--- src/rtl/datapath_dst_demux24.sv ---
// datapath_dst_demux24: registered 2-to-4 fork for paired-lane streams.
// Each accepted beat writes lane Z0 and lane Z1 into two of the four sink
// registers (A..D) chosen by S. Every sink has a one-entry output register,
// so the sinks drain independently while the lanes of one beat stay paired.
module datapath_dst_demux24 #(
   parameter int unsigned DWID   = 24,
   parameter int unsigned CH_NUM = 8
) (
   input  logic                           clk,
   input  logic                           rst,
   input  logic [1:0]                     S,
   input  logic                           Z_valid,
   output logic                           Z_ready,
   input  logic [CH_NUM-1:0][DWID-1:0]    Z0_data,
   input  logic [CH_NUM-1:0][DWID-1:0]    Z1_data,
   output logic                           A_valid,
   output logic                           B_valid,
   output logic                           C_valid,
   output logic                           D_valid,
   input  logic                           A_ready,
   input  logic                           B_ready,
   input  logic                           C_ready,
   input  logic                           D_ready,
   output logic [CH_NUM-1:0][DWID-1:0]    A_data,
   output logic [CH_NUM-1:0][DWID-1:0]    B_data,
   output logic [CH_NUM-1:0][DWID-1:0]    C_data,
   output logic [CH_NUM-1:0][DWID-1:0]    D_data
);

   localparam int unsigned NSINK = 4;

   typedef logic [CH_NUM-1:0][DWID-1:0] lane_t;

   // Sink index order throughout: bit 0 = A, 1 = B, 2 = C, 3 = D.
   logic [NSINK-1:0] tgt0;      // one-hot sink receiving Z0
   logic [NSINK-1:0] tgt1;      // one-hot sink receiving Z1
   logic [NSINK-1:0] sink_rdy;
   logic [NSINK-1:0] free;
   logic [NSINK-1:0] load;
   logic             accept;

   logic [NSINK-1:0] valid_q;
   logic [NSINK-1:0] valid_d;
   lane_t            data_q [NSINK];
   lane_t            data_d [NSINK];

   assign sink_rdy = {D_ready, C_ready, B_ready, A_ready};

   // Route decode: S picks the sink pair for Z0/Z1; the two targets never coincide.
   always_comb begin
      tgt0 = 4'b0001;
      tgt1 = 4'b0010;
      case (S)
         2'b00: begin tgt0 = 4'b0001; tgt1 = 4'b0010; end
         2'b01: begin tgt0 = 4'b0001; tgt1 = 4'b0100; end
         2'b10: begin tgt0 = 4'b0010; tgt1 = 4'b0100; end
         2'b11: begin tgt0 = 4'b0001; tgt1 = 4'b1000; end
         default: begin tgt0 = 4'b0001; tgt1 = 4'b0010; end
      endcase
   end

   // Handshake: a beat is taken only when both of its target slots are free.
   always_comb begin
      free    = ~valid_q | sink_rdy;
      Z_ready = (((tgt0 | tgt1) & ~free) == '0);
      accept  = Z_valid && Z_ready;
   end

   // Per-sink next state: load beats drain, drain clears valid, data otherwise holds.
   always_comb begin
      for (int unsigned i = 0; i < NSINK; i++) begin
         load[i]    = accept && (tgt0[i] || tgt1[i]);
         valid_d[i] = valid_q[i];
         data_d[i]  = data_q[i];
         if (load[i]) begin
            valid_d[i] = 1'b1;
            data_d[i]  = tgt0[i] ? Z0_data : Z1_data;
         end else if (sink_rdy[i]) begin
            valid_d[i] = 1'b0;
         end
      end
   end

   // Sink registers; reset discards anything in flight.
   always_ff @(posedge clk or posedge rst) begin
      if (rst) begin
         valid_q <= '0;
         for (int unsigned i = 0; i < NSINK; i++) begin
            data_q[i] <= '0;
         end
      end else begin
         valid_q <= valid_d;
         for (int unsigned i = 0; i < NSINK; i++) begin
            data_q[i] <= data_d[i];
         end
      end
   end

   assign A_valid = valid_q[0];
   assign B_valid = valid_q[1];
   assign C_valid = valid_q[2];
   assign D_valid = valid_q[3];
   assign A_data  = data_q[0];
   assign B_data  = data_q[1];
   assign C_data  = data_q[2];
   assign D_data  = data_q[3];

endmodule

--- config.mk ---
export PLATFORM = sky130hd
export DESIGN_NAME = datapath_dst_demux24
export DESIGN_NICKNAME = d
export VERILOG_FILES = /design/src/rtl/datapath_dst_demux24.sv
export SDC_FILE = /design/constraint.sdc
export NUM_CORES = 1
export LEC_CHECK = 0
export ABC_AREA = 1
export BUFFER_PORTS_ARGS = -buffer_cell sky130_fd_sc_hd__buf_2
export CORE_AREA = 3 3 452 454
export CTS_CLUSTER_SIZE = 28
export DETAILED_ROUTE_END_ITERATION = 8
export DIE_AREA = 0 0 455 457
export PLACE_DENSITY = 0.45
export SKIP_CTS_REPAIR_TIMING = 1
export SYNTH_ARGS = -nofsm -noshare
export SYNTH_HDL_FRONTEND = slang
export SYNTH_SLANG_ARGS = --single-unit
--- constraint.sdc ---
create_clock -name clk -period 77 [get_ports clk]
set_clock_uncertainty 0.05 [all_clocks]
set_input_delay 7.7 -clock clk [delete_from_list [all_inputs] [get_ports clk]]
set_output_delay 7.7 -clock clk [all_outputs]
set_load 0.02 [all_outputs]
Yosys cells after proc, flatten, opt, wreduce, memory -nomap -nowiden
Cells that the tools add are included.
- register bits after elaboration: 772
- bits of input ports: 393
- output and inout bits: 773
- equality and inequality tests: 3
- muxes and demuxes: 14
- bitwise operators: 5
- reductions and logical operators: 17
- operators with widths (kind ; number):
    192-bit 2-to-1 mux ; 4
    4-bit case mux with 3 select lines ; 1
    1-bit 2-to-1 mux ; 8
    4-bit NOT ; 2
    4-bit OR ; 2
    4-bit case mux with 2 select lines ; 1
    2-bit nonzero test ; 4
    1-bit logical AND ; 5
    4-bit bitwise AND ; 1
    2-bit == test, second input constant ; 2
    4-bit logical NOT ; 1
    1-bit logical OR ; 4
    3-bit OR reduction ; 1
    2-bit by 1-bit == test with 1-bit output, second input constant ; 1
    2-bit logical NOT ; 1
    2-bit OR reduction ; 1

Longest topological paths before layout
Gate-level depths: netlist of run 1.
- depth after elaboration: 9
- gate-level depth with buffers: 12

Worst setup path after synthesis of run 1
OpenSTA, ideal clock, no wires.
- path kind: input to output
- start point: in S[0]
- end point: out Z_ready
- arrival: 8.875 ns
- slack: 60.375 ns
- cell stages on the path: 9
- path buffers: 2
- cells stage by stage: inv_1 -> ha_1 -> inv_2 -> nand2_1 -> nand2_1 -> nand2_1 -> nor2_4 -> buf_2 -> buf_2
- word-level cells in the longest chain between the ends: 6
- RTL lines (what ; RTL line ; RTL):
    start: declaration ; 11 ; input logic [1:0] S,
    2-bit == test (tied with other cells) ; 53 ; case (S)
    3-bit OR reduction (no source line) or 2-bit OR reduction (tied branches) ; n/a ;
    4-bit case mux with 2 select lines or 4-bit case mux with 3 select lines (tied branches) ; 53 ;
    4-bit OR * ; 65 ; Z_ready = (((tgt0 | tgt1) & ~free) == '0);
    4-bit bitwise AND * ; 65 ;
    4-bit logical NOT * ; 65 ;
    end: declaration ; 13 ; output logic Z_ready,
Every way passes the cells marked *; elsewhere a longest branch is shown, timed or not. The select of a mux whose other input is x is not followed.

Worst setup path in the final report of run 1
Ends and elaborated chain as after synthesis.

==> results of run 1 <==
[power by group through the flow]
stage               sequential (mW)  combinational (mW)  clock, mW
floorplan                     0.696               0.138          0
global placement              0.569               0.507          0
detailed placement            0.572               0.508          0
CTS                           0.567               0.508      0.487
global route                  0.579               0.537      0.502
finish                        0.568               0.499      0.472
[state kept, by name, indices dropped and copies added (netlist names)]
name     flops
A_data     192
B_data     192
C_data     192
D_data     192
valid_q      4
[final timing paths]
| kind | end | cells past startpoint |
|---|---|---|
| worst max-delay path | Z_ready | 9 |
| worst min-delay path | A_data[113] | 2 |
| worst max register to register | B_data[162] | 13 |
| worst min register to register | A_data[113] | 2 |
| max in group asynchronous | B_data[81] | 5 |
| min in group asynchronous | A_data[39] | 2 |
[area by class of cell]
| type | count | area [um^2] | share of cell area (%) |
|---|---|---|---|
| Timing Repair Buffer | 1222 | 6340 | 14.0 |
| Tap cell | 2656 | 3320 | 7.34 |
| Clock buffer | 139 | 2840 | 6.26 |
| Multi-Input combinational cell | 2902 | 13000 | 28.6 |
| Antenna cell | 28 | 70.1 | 0.155 |
| Sequential cell | 772 | 19300 | 42.7 |
| Inverter | 9 | 48.8 | 0.108 |
| Clock inverter | 33 | 387 | 0.854 |
[routing by layer]
layer | vias to the layer above | GRT usage (%)
li1 | 15500 | -
met3 | 368 | 4.61
met2 | 1550 | 28.9
met1 | 17100 | 22.2
met4 | 24 | 9.93
met5 | - | 0
[cells in the mapped netlist]
cell,count
nand2_1,2120
dfrtp_1,772
nand4_1,768
clkbuf_1,279
buf_2,81
buf_1,23
inv_1,8
nand3_1,6
ha_1,3
o21ai_1,2
inv_2,1
nand3b_1,1
nor2_1,1
nor2_4,1
[cells in the final DEF (no fill, tap or decap)]
cell / n
ha_4: 3
nand2_4: 1
nor2_1: 1
inv_1: 7
buf_8: 1
inv_6: 2
nand2_1: 2119
clkinv_4: 3
nand4_1: 768
buf_2: 1164
buf_4: 51
buf_12: 6
inv_8: 2
clkinvlp_4: 3
bufinv_16: 4
nand3_1: 2
clkbuf_8: 23
clkbuf_1: 18
dfrtp_1: 772
nand3b_1: 1
diode_2: 28
clkbuf_16: 98
inv_16: 3
clkinv_16: 2
nand3_4: 4
nor2_4: 1
clkinv_2: 16
o21ai_1: 2
[kinds of logic (layout without fill, tap and decap cells)]
family                     Yosys count  after routing
adders and majority gates            3              3
buffers and inverters              392           1403
other                                0             28
and+or+nand+nor                   2897           2897
DFF                                772            772
AOI/OAI and AO/OA                    2              2
[worst register-to-register path, delay by kind of cell (launching register included)]
family	cells	cell delay, ns
and+or+nand+nor	6	1.21
buffers and inverters	7	4.10
DFF	1	0.38
[metrics by stage]
stage / setup WS, ns / hold WS [ns]
3_3_place_gp: 58.78 / 0.398
5_1_grt: 58.63 / 0.429
3_5_place_dp: 58.79 / 0.403
2_1_floorplan: 47.58 / 0.532
6_report: 58.71 / 0.412
4_1_cts: 58.78 / 0.417
==> flow_summary_export.csv, run 1 <==
group,metric,value,unit
timing,hold_viol_final,0,
route,route.met3.wl,15700,um
synth,yosysUniqueCellTypes,14,
route,post_drt_wl_per_cell,25.4,um
clocking,h-tree-depth,3,
route,num_vias,34500,
clocking,clk_latency,0.73,ns
power_and_ir_drop,pwr-share-seq,36.9,%
floorplan,core,200000,um^2
clocking,cts_buffers,97,
worst_setup_path,cp-start-kind,"input port",
route,dr.pass1.iters,5,
timing,relSlewSlack,8.17,%
power_and_ir_drop,switching_share,41.0,%
timing,maxSlewViolCount,0,
route,ant_nets,0,
cells_and_area,area_delta_synth_final,34.2,%
timing,fmax,54.7,MHz
cells_and_area,fin_cells,7761,
cells_and_area,post-route-util,22.6,%
synth,syn_inst,4066,
synth,synth-simple-area-share,38.0,%
power_and_ir_drop,peakVddDrop,19.2,uV
floorplan,fp.dieH,457,um
worst_setup_path,required,69.25,ns
clocking,clk_transition_reported_paths,0.05,ns
route,routed_wl,197000,um
place,dp_cells,7561,
power_and_ir_drop,leakage,24.7,nW
run,cap_violations,0,
synth,ys_seq_elements,772,
grt,grt_max_degree,162,
grt,grt_overflow,0,
worst_setup_path,cp_top_family,"simple AND/OR/NAND/NOR gates",
timing,worst_pin_slew,1.38,ns
route,drtIter0Drc,3264,
timing,rsz0062_at_grt,"false",
synth,synth_compound_area_share,0.0297,%
power_and_ir_drop,clockPowerShare,30.7,%
synth,synth_top_cell_by_area,"dfrtp_1",
route,m1WireLength,78800,um
synth,yosysWarningCount,0,
floorplan,dieArea,208000,um^2
status,outcome,"finished clean",
cells_and_area,stdcell_area,45300,um^2
worst_setup_path,critPathKind,"in -> out",
grt,grt_use_total,18.1,%
clocking,cts.sinks,772,
floorplan,rows,164,
route,viasPerCell,4.45,
power_and_ir_drop,internal_power,0.908,mW
place,post_dp_cell_area,42000,um^2
place,portBuffers,1165,
clocking,cts_tree,"yes",
synth,synth.mux.area_fraction,0,%
place,dp_hpwl,142000,um
synth,ys_seq_area_share,57.2,%
power_and_ir_drop,power.total,1.54,mW
worst_setup_path,max_stage_delay,0.59,ns
synth,synthTopCellsByArea,"dfrtp_1 (57%), nand2_1 (24%), nand4_1 (14%)",
worst_setup_path,crit_path_cell_trace,"buf_2, inv_1, ha_4, inv_8, nand2_4, nand2_1, nand2_1, nor2_4, buf_2",
place,place.gp.congestion,0.904,
timing,min_period,18.29,ns
synth,synth_area,33800,um^2
clocking,ctsRootBufferMaster,"clkbuf_16",
floorplan,pin_count,1166,
route,wl_met2,90500,um
timing,fin_setup_tns,0,ns
min_path,min-delay-start,"A_data[113]",
worst_setup_path,r2r_start,"valid_q[1]",
grt,grt_pass1_vias,33500,
synth,synth_top_area_share,57.2,%
cells_and_area,nets,5400,
route,drcViolationCount,0,
cells_and_area,nFillCells,22500,
worst_setup_path,crit_path_end_kind,"primary output",
floorplan,initial_core_util,16.9,%
synth,synth_adder_area_share,0.111,%
synth,synth-xor-area-share,0,%
synth,synthesis.nets,4462,
power_and_ir_drop,p_switching,0.631,mW
route,routed.top_layer,"met5",
worst_setup_path,critPathLaunch,"S[0]",
min_path,hold_path.class,"reg -> reg",
worst_setup_path,critPathBufInv,4,
synth,synth_top_family_by_area,"simple AND/OR/NAND/NOR gates",
synth,syn_area_per_cell,8.30,um^2
worst_setup_path,worst-endpoint-arrival,10.54,ns
timing,finalCritPeriodShare,23.7,%
floorplan,fp.dieW,455,um
grt,grt_pass1_wl,273000,um
worst_setup_path,cp_max_fo,54,
grt,antenna_found_initial,68,
worst_setup_path,cpMaxStageDelayCell,"nor2_4",
power_and_ir_drop,comb_power_share,32.4,%
power_and_ir_drop,power.density,34.0,nW/um^2
worst_setup_path,r2r_slack,71.21,ns
clocking,clockBufferDepth,3,
cells_and_area,drive_gt1_share,27.3,%
timing,setup_viol,0,
Power figures use the tool's default switching activity.
==> inputs of run 2 (changes only) <==
- ABC_AREA: 1 -> 0
- CORE_AREA: 3 3 452 454 -> 3 3 459 461
- DIE_AREA: 0 0 455 457 -> 0 0 462 464
- PLACE_DENSITY: 0.45 -> 0.43
- clock period: 77 -> 18.9 ns (I/O delays scaled with it)
==> run 2 against run 1 <==
Die area rose by 3.1%. First-iteration DRC count decreased by 74%. Highest routed layer unchanged. Hold slack better by 0.014 ns. Count of clock-buffer cells in the layout rose by 5. Via count decreased by 38%. Critical path type unchanged.
==> flow_summary_export.csv, run 2 <==
group,metric,value,unit
run,cap_violations,0,
worst_setup_path,cpMaxStageDelayCell,"ha_4",
worst_setup_path,cp_max_fo,25,
floorplan,pin_count,1166,
clocking,cts_buffers,94,
clocking,cts_tree,"yes",
synth,synthArstFlopShare,100,%
worst_setup_path,critPathKind,"in -> out",
route,drcViolationCount,0,
worst_setup_path,max_stage_delay,0.45,ns
synth,synth.mux.area_fraction,34.8,%
place,post_dp_cell_area,39900,um^2
worst_setup_path,timing.critical_path.mode_cell,"buf_2",
synth,synthTopCellsByArea,"dfrtp_1 (62%), mux2_2 (22%), mux2_1 (13%)",
grt,grt_pass1_vias,22300,
grt,grt_overflow,0,
cells_and_area,seqCellArea,19300,um^2
cells_and_area,nets,3440,
synth,synth_compound_area_share,0.161,%
floorplan,rows,167,
timing,finalCritPeriodShare,28.1,%
synth,netlist_top_cells_count,"dfrtp_1 (772), mux2_2 (598), mux2_1 (362)",
worst_setup_path,cp-start-kind,"input port",
cells_and_area,fin_cells,5845,
clocking,cts.sinks,772,
place,dp_hpwl,109000,um
power_and_ir_drop,switching_share,36.7,%
cells_and_area,final_common_cell,"buf_2",
cells_and_area,multi_input_area,11000,um^2
route,ant_nets,0,
timing,fin_ws,13.60,ns
floorplan,dieArea,214000,um^2
timing,setup_viol,0,
min_path,hold_path.class,"reg -> reg",
synth,ys.flop_type,"dfrtp_1",
synth,ys_seq_area_share,62.2,%
clocking,clk_transition_reported_paths,0.05,ns
grt,grt_pass1_wl,189000,um
power_and_ir_drop,p_switching,2.25,mW
place,place.gp.congestion,0.843,
place,dp_cells,5652,
synth,ys_seq_elements,772,
grt,antenna_found_initial,86,
worst_setup_path,crit_path_cell_trace,"buf_2, inv_1, ha_4, nor2_2, o22ai_4, nor2_1, buf_2",
power_and_ir_drop,internal_power,3.90,mW
synth,synth_top_cell_by_area,"dfrtp_1",
clocking,clockBufferDepth,3,
cells_and_area,stdcell_area,43000,um^2
cells_and_area,drive_gt1_share,62.2,%
synth,synth_adder_area_share,0.121,%
route,num_vias,21300,
power_and_ir_drop,clockPowerShare,29.3,%
floorplan,fp.dieH,464,um
timing,fmax,189,MHz
synth,synth_edf_count,0,
cells_and_area,final_cell_mix,"buf_2 (1,165), dfrtp_1 (772), mux2_2 (598)",
grt,grt_use_total,12.5,%
synth,synth_area,31000,um^2
worst_setup_path,required,16.96,ns
route,routed_wl,140000,um
cells_and_area,nFillCells,22400,
timing,fin_setup_tns,0,ns
grt,grt_max_degree,173,
clocking,ctsRootBufferMaster,"clkbuf_16",
timing,min_period,5.30,ns
route,dr.pass1.iters,4,
floorplan,fp.dieW,462,um
synth,synth-simple-area-share,0.343,%
route,viasPerCell,3.64,
synth,synth_top_family_by_area,"multiplexers",
synth,synth_top_area_share,62.2,%
timing,hold_viol_final,0,
timing,relSlewSlack,8.67,%
timing,maxSlewViolCount,0,
power_and_ir_drop,peakVddDrop,74.2,uV
clocking,clk_latency,0.69,ns
synth,synth-xor-area-share,0,%
cells_and_area,area_delta_synth_final,38.4,%
synth,yosysWarningCount,0,
status,outcome,"finished clean",
route,drtIter0Drc,842,
floorplan,initial_core_util,15.0,%
worst_setup_path,worst-endpoint-arrival,3.36,ns
power_and_ir_drop,comb_power_share,32.1,%
route,post_drt_wl_per_cell,23.9,um
timing,worst_pin_slew,1.37,ns
synth,syn_inst,1864,
worst_setup_path,crit_path_end_kind,"primary output",
synth,post-synth-top-count-cell,"dfrtp_1",
floorplan,core,207000,um^2
synth,syn_area_per_cell,16.7,um^2
power_and_ir_drop,pwr-share-seq,38.5,%
place,post-place-ws,13.15,ns
place,portBuffers,1165,
clocking,h-tree-depth,3,
synth,yosysUniqueCellTypes,23,
power_and_ir_drop,leakage,19.2,nW
timing,rsz0062_at_grt,"false",
synth,synthesis.nets,2260,
power_and_ir_drop,power.density,143,nW/um^2
[run 2: changes by cell type in the layout (fill, tap and decap cells not counted), sizes merged, moves of 5 or more]
cell / change
nand3: -6
nand2: -2118
nand4: -768
inv: -9
clkbuf: +5
buf: -32
mux2: +960
[run 2: power by group through the flow]
stage | clock network [mW] | logic, mW | registers [mW]
floorplan | 0 | 0.523 | 2.97
global placement | 0 | 2.01 | 2.38
detailed placement | 0 | 2.01 | 2.40
CTS | 1.88 | 2.02 | 2.37
global route | 1.94 | 2.10 | 2.43
finish | 1.80 | 1.98 | 2.37
[run 2: worst max-delay path, delay by kind of cell]
| family | cells | cell delay (ns) |
|---|---|---|
| fa+ha+maj | 1 | 0.45 |
| buf+inv | 3 | 0.42 |
| compound gates | 1 | 0.35 |
| simple gates | 2 | 0.24 |
[run 2: layout make-up]
cell class | instances | share of cell area (%)
flip-flops and latches | 772 | 45.0
multi-input cells | 982 | 25.7
repair buffers | 1190 | 14.2
well taps | 2704 | 7.87
clock buffers | 144 | 6.45
clock inverters | 24 | 0.638
diodes | 25 | 0.146
inverters | 4 | 0.0437
[run 2: cell families (layout without fill, tap and decap cells)]
group | count (synthesis) | in the layout
flops | 772 | 772
buf+inv | 110 | 1362
fa+ha+maj | 3 | 3
simple gates | 14 | 14
compound gates | 5 | 5
other cells | 0 | 25
mux | 960 | 960
[run 2: layer usage]
| layer | up-vias | GRT usage (%) | wire length, um |
|---|---|---|---|
| met4 | 50 | 3.45 | 4070 |
| met1 | 10800 | 14.4 | 54600 |
| met2 | 1060 | 20.6 | 64700 |
| met3 | 269 | 6.08 | 16300 |
| li1 | 9091 | - | - |
| met5 | - | 0 | 310 |
[run 2: worst paths after layout]
path | startpoint | end | slack, ns | depth (start not counted)
max in group asynchronous | rst | B_data[123] | 13.94 | 6
worst min register to register | D_data[142] | D_data[142] | 0.43 | 1
worst max register to register | valid_q[2] | A_data[69] | 15.30 | 7
min in group asynchronous | rst | C_data[7] | 1.30 | 2
worst min-delay path | D_data[142] | D_data[142] | 0.43 | 1
worst max-delay path | S[0] | Z_ready | 13.60 | 7
[run 2: per-stage QoR]
step	hold WS [ns]	util (%)	total power [mW]
2_1_floorplan	0.559	-	3.50
3_3_place_gp	0.413	19.3	4.39
3_5_place_dp	0.419	19.3	4.41
4_1_cts	0.432	20.7	6.27
5_1_grt	0.436	20.8	6.46
6_report	0.426	20.8	6.15
==> inputs of run 3 (changes only) <==
- ABC_AREA: 0 -> 1
- CORE_AREA: 3 3 459 461 -> 3 3 456 458
- DIE_AREA: 0 0 462 464 -> 0 0 459 461
- PLACE_DENSITY: 0.43 -> 0.45
- clock period: 18.9 -> 5.27 ns (I/O delays scaled with it)
==> run 3 against run 2 <==
Die area shrank 1.3%. Clock power grew to 3.6 times the previous value. Count of clock-buffer cells in the layout shrank 6. Via count grew 65%. Sequential power grew to 3.5 times the previous value. Cell count grew 34%. Combinational power grew to 3.7 times the previous value. Largest power group unchanged.
==> flow_summary_export.csv, run 3 (synthesis results as in run 1) <==
group,metric,value,unit
route,drtIter0Drc,3096,
timing,hold_slack,0.0427,ns
worst_setup_path,r2r_end,"B_data[47]",
clocking,cts.sinks,772,
worst_setup_path,worst-endpoint-arrival,3.52,ns
cells_and_area,nets,5455,
power_and_ir_drop,leakage,24.9,nW
route,routed_wl,197000,um
worst_setup_path,critPathKind,"in -> out",
route,viasPerCell,4.47,
route,ant_nets,0,
timing,relSlewSlack,16.8,%
power_and_ir_drop,peakVddDrop,260,uV
worst_setup_path,r2r_slack,2.53,ns
clocking,cts_buffers,93,
grt,top_usage_layer,"met2",
place,portBuffers,1165,
place,dp_cells,7626,
grt,antenna_found_initial,102,
timing,hold_viol_final,0,
cells_and_area,final_common_cell,"nand2_1",
grt,grt_max_degree,217,
floorplan,fp.dieW,459,um
clocking,h-tree-depth,3,
worst_setup_path,cp-start-kind,"input port",
grt,grt_use_total,17.7,%
clocking,clockBufferDepth,3,
route,drcViolationCount,0,
clocking,clk_latency,0.71,ns
floorplan,pin_count,1166,
floorplan,core,204000,um^2
floorplan,fp.dieH,461,um
timing,finalCritPeriodShare,77.7,%
floorplan,initial_core_util,16.5,%
worst_setup_path,cp_max_fo,216,
timing,min_period,4.09,ns
status,outcome,"finished clean",
floorplan,dieArea,212000,um^2
run,cap_violations,0,
grt,grt_pass1_vias,33500,
cells_and_area,area_delta_synth_final,35.8,%
grt,grt_overflow,0,
clocking,clk_transition_reported_paths,0.06,ns
grt,grtUsageMet3,5.95,%
grt,grt_pass1_wl,271000,um
floorplan,rows,166,
timing,setup_viol,0,
timing,rsz0062_at_grt,"false",
min_path,min-delay-start,"Z0_data[158]",
min_path,hold_depth,3,
power_and_ir_drop,power.density,481,nW/um^2
min_path,hold_path.class,"in -> reg",
cells_and_area,drive_gt1_share,27.3,%
grt,use_met1,21.8,%
worst_setup_path,required,4.69,ns
place,dp_hpwl,144000,um
clocking,ctsRootBufferMaster,"clkbuf_16",
timing,fmax,244,MHz
worst_setup_path,crit_path_end_kind,"primary output",
timing,worst_pin_slew,1.25,ns
min_path,hold_end,"A_data[158]",
cells_and_area,post-route-util,22.4,%
clocking,cts_tree,"yes",
place,place.gp.congestion,0.906,
route,post_drt_wl_per_cell,25.1,um
route,num_vias,35100,
worst_setup_path,worstRegToRegCells,9,
cells_and_area,fin_cells,7860,
cells_and_area,final_cell_mix,"nand2_1 (2,119), buf_2 (1,164), dfrtp_1 (772)",
grt,grt_use_met2,27.9,%
worst_setup_path,r2r_start,"valid_q[1]",
route,dr.pass1.iters,6,
timing,maxSlewViolCount,0,
[run 3: worst max path at each step]
stage	slack [ns]	endpoint	from
4_1_cts	1.24	Z_ready	S[0]
3_3_place_gp	1.17	Z_ready	S[0]
3_5_place_dp	1.22	D_data[151]	S[0]
2_1_floorplan	-5.90	A_data[0]	rst
5_1_grt	1.02	Z_ready	S[0]
6_report	1.18	Z_ready	S[0]
[run 3: critical path: stages]
cell and delay (ns):
buf_2 0.16, inv_1 0.12, ha_4 0.28, inv_8 0.28, nand2_4 0.30, nand2_1 0.15, nand2_1 0.10, nor2_4 0.33
buf_12 0.54, buf_2 0.33
[run 3: metal layers]
metal	vias to the layer above	wire length [um]	part of all wire, %
li1	15600	-	-
met1	17400	78900	40
met2	1635	89700	46
met3	396	18300	9.3
met4	56	9680	4.9
met5	-	371	0.19
[run 3: area by class of cell]
| type | instances | area (um^2) |
|---|---|---|
| tap | 2688 | 3360 |
| clock buffer | 138 | 2680 |
| antenna | 45 | 113 |
| clock inverter | 25 | 265 |
| fill | 23000 | 159000 |
| sequential | 772 | 19300 |
| timing repair buffer | 1281 | 7100 |
| inverter | 9 | 45.0 |
| multi-input combinational | 2902 | 13000 |
[run 3: where the power goes]
group / switching (mW) / internal, mW
registers: 0.890 / 7.43
logic: 5.28 / 1.96
clock network: 2.81 / 3.66
total: 8.98 / 13.1
[run 3: stage by stage]
stage	setup slack (ns)	power, mW	area, um^2	setup TNS (ns)
after floorplan	-5.90	12.2	33800	-4551.77
after global placement	1.17	15.6	42500	0
after detailed placement	1.22	15.7	42500	0
after CTS	1.24	22.3	45500	0
after global routing	1.02	23.1	45800	0
final	1.18	22.0	45800	0
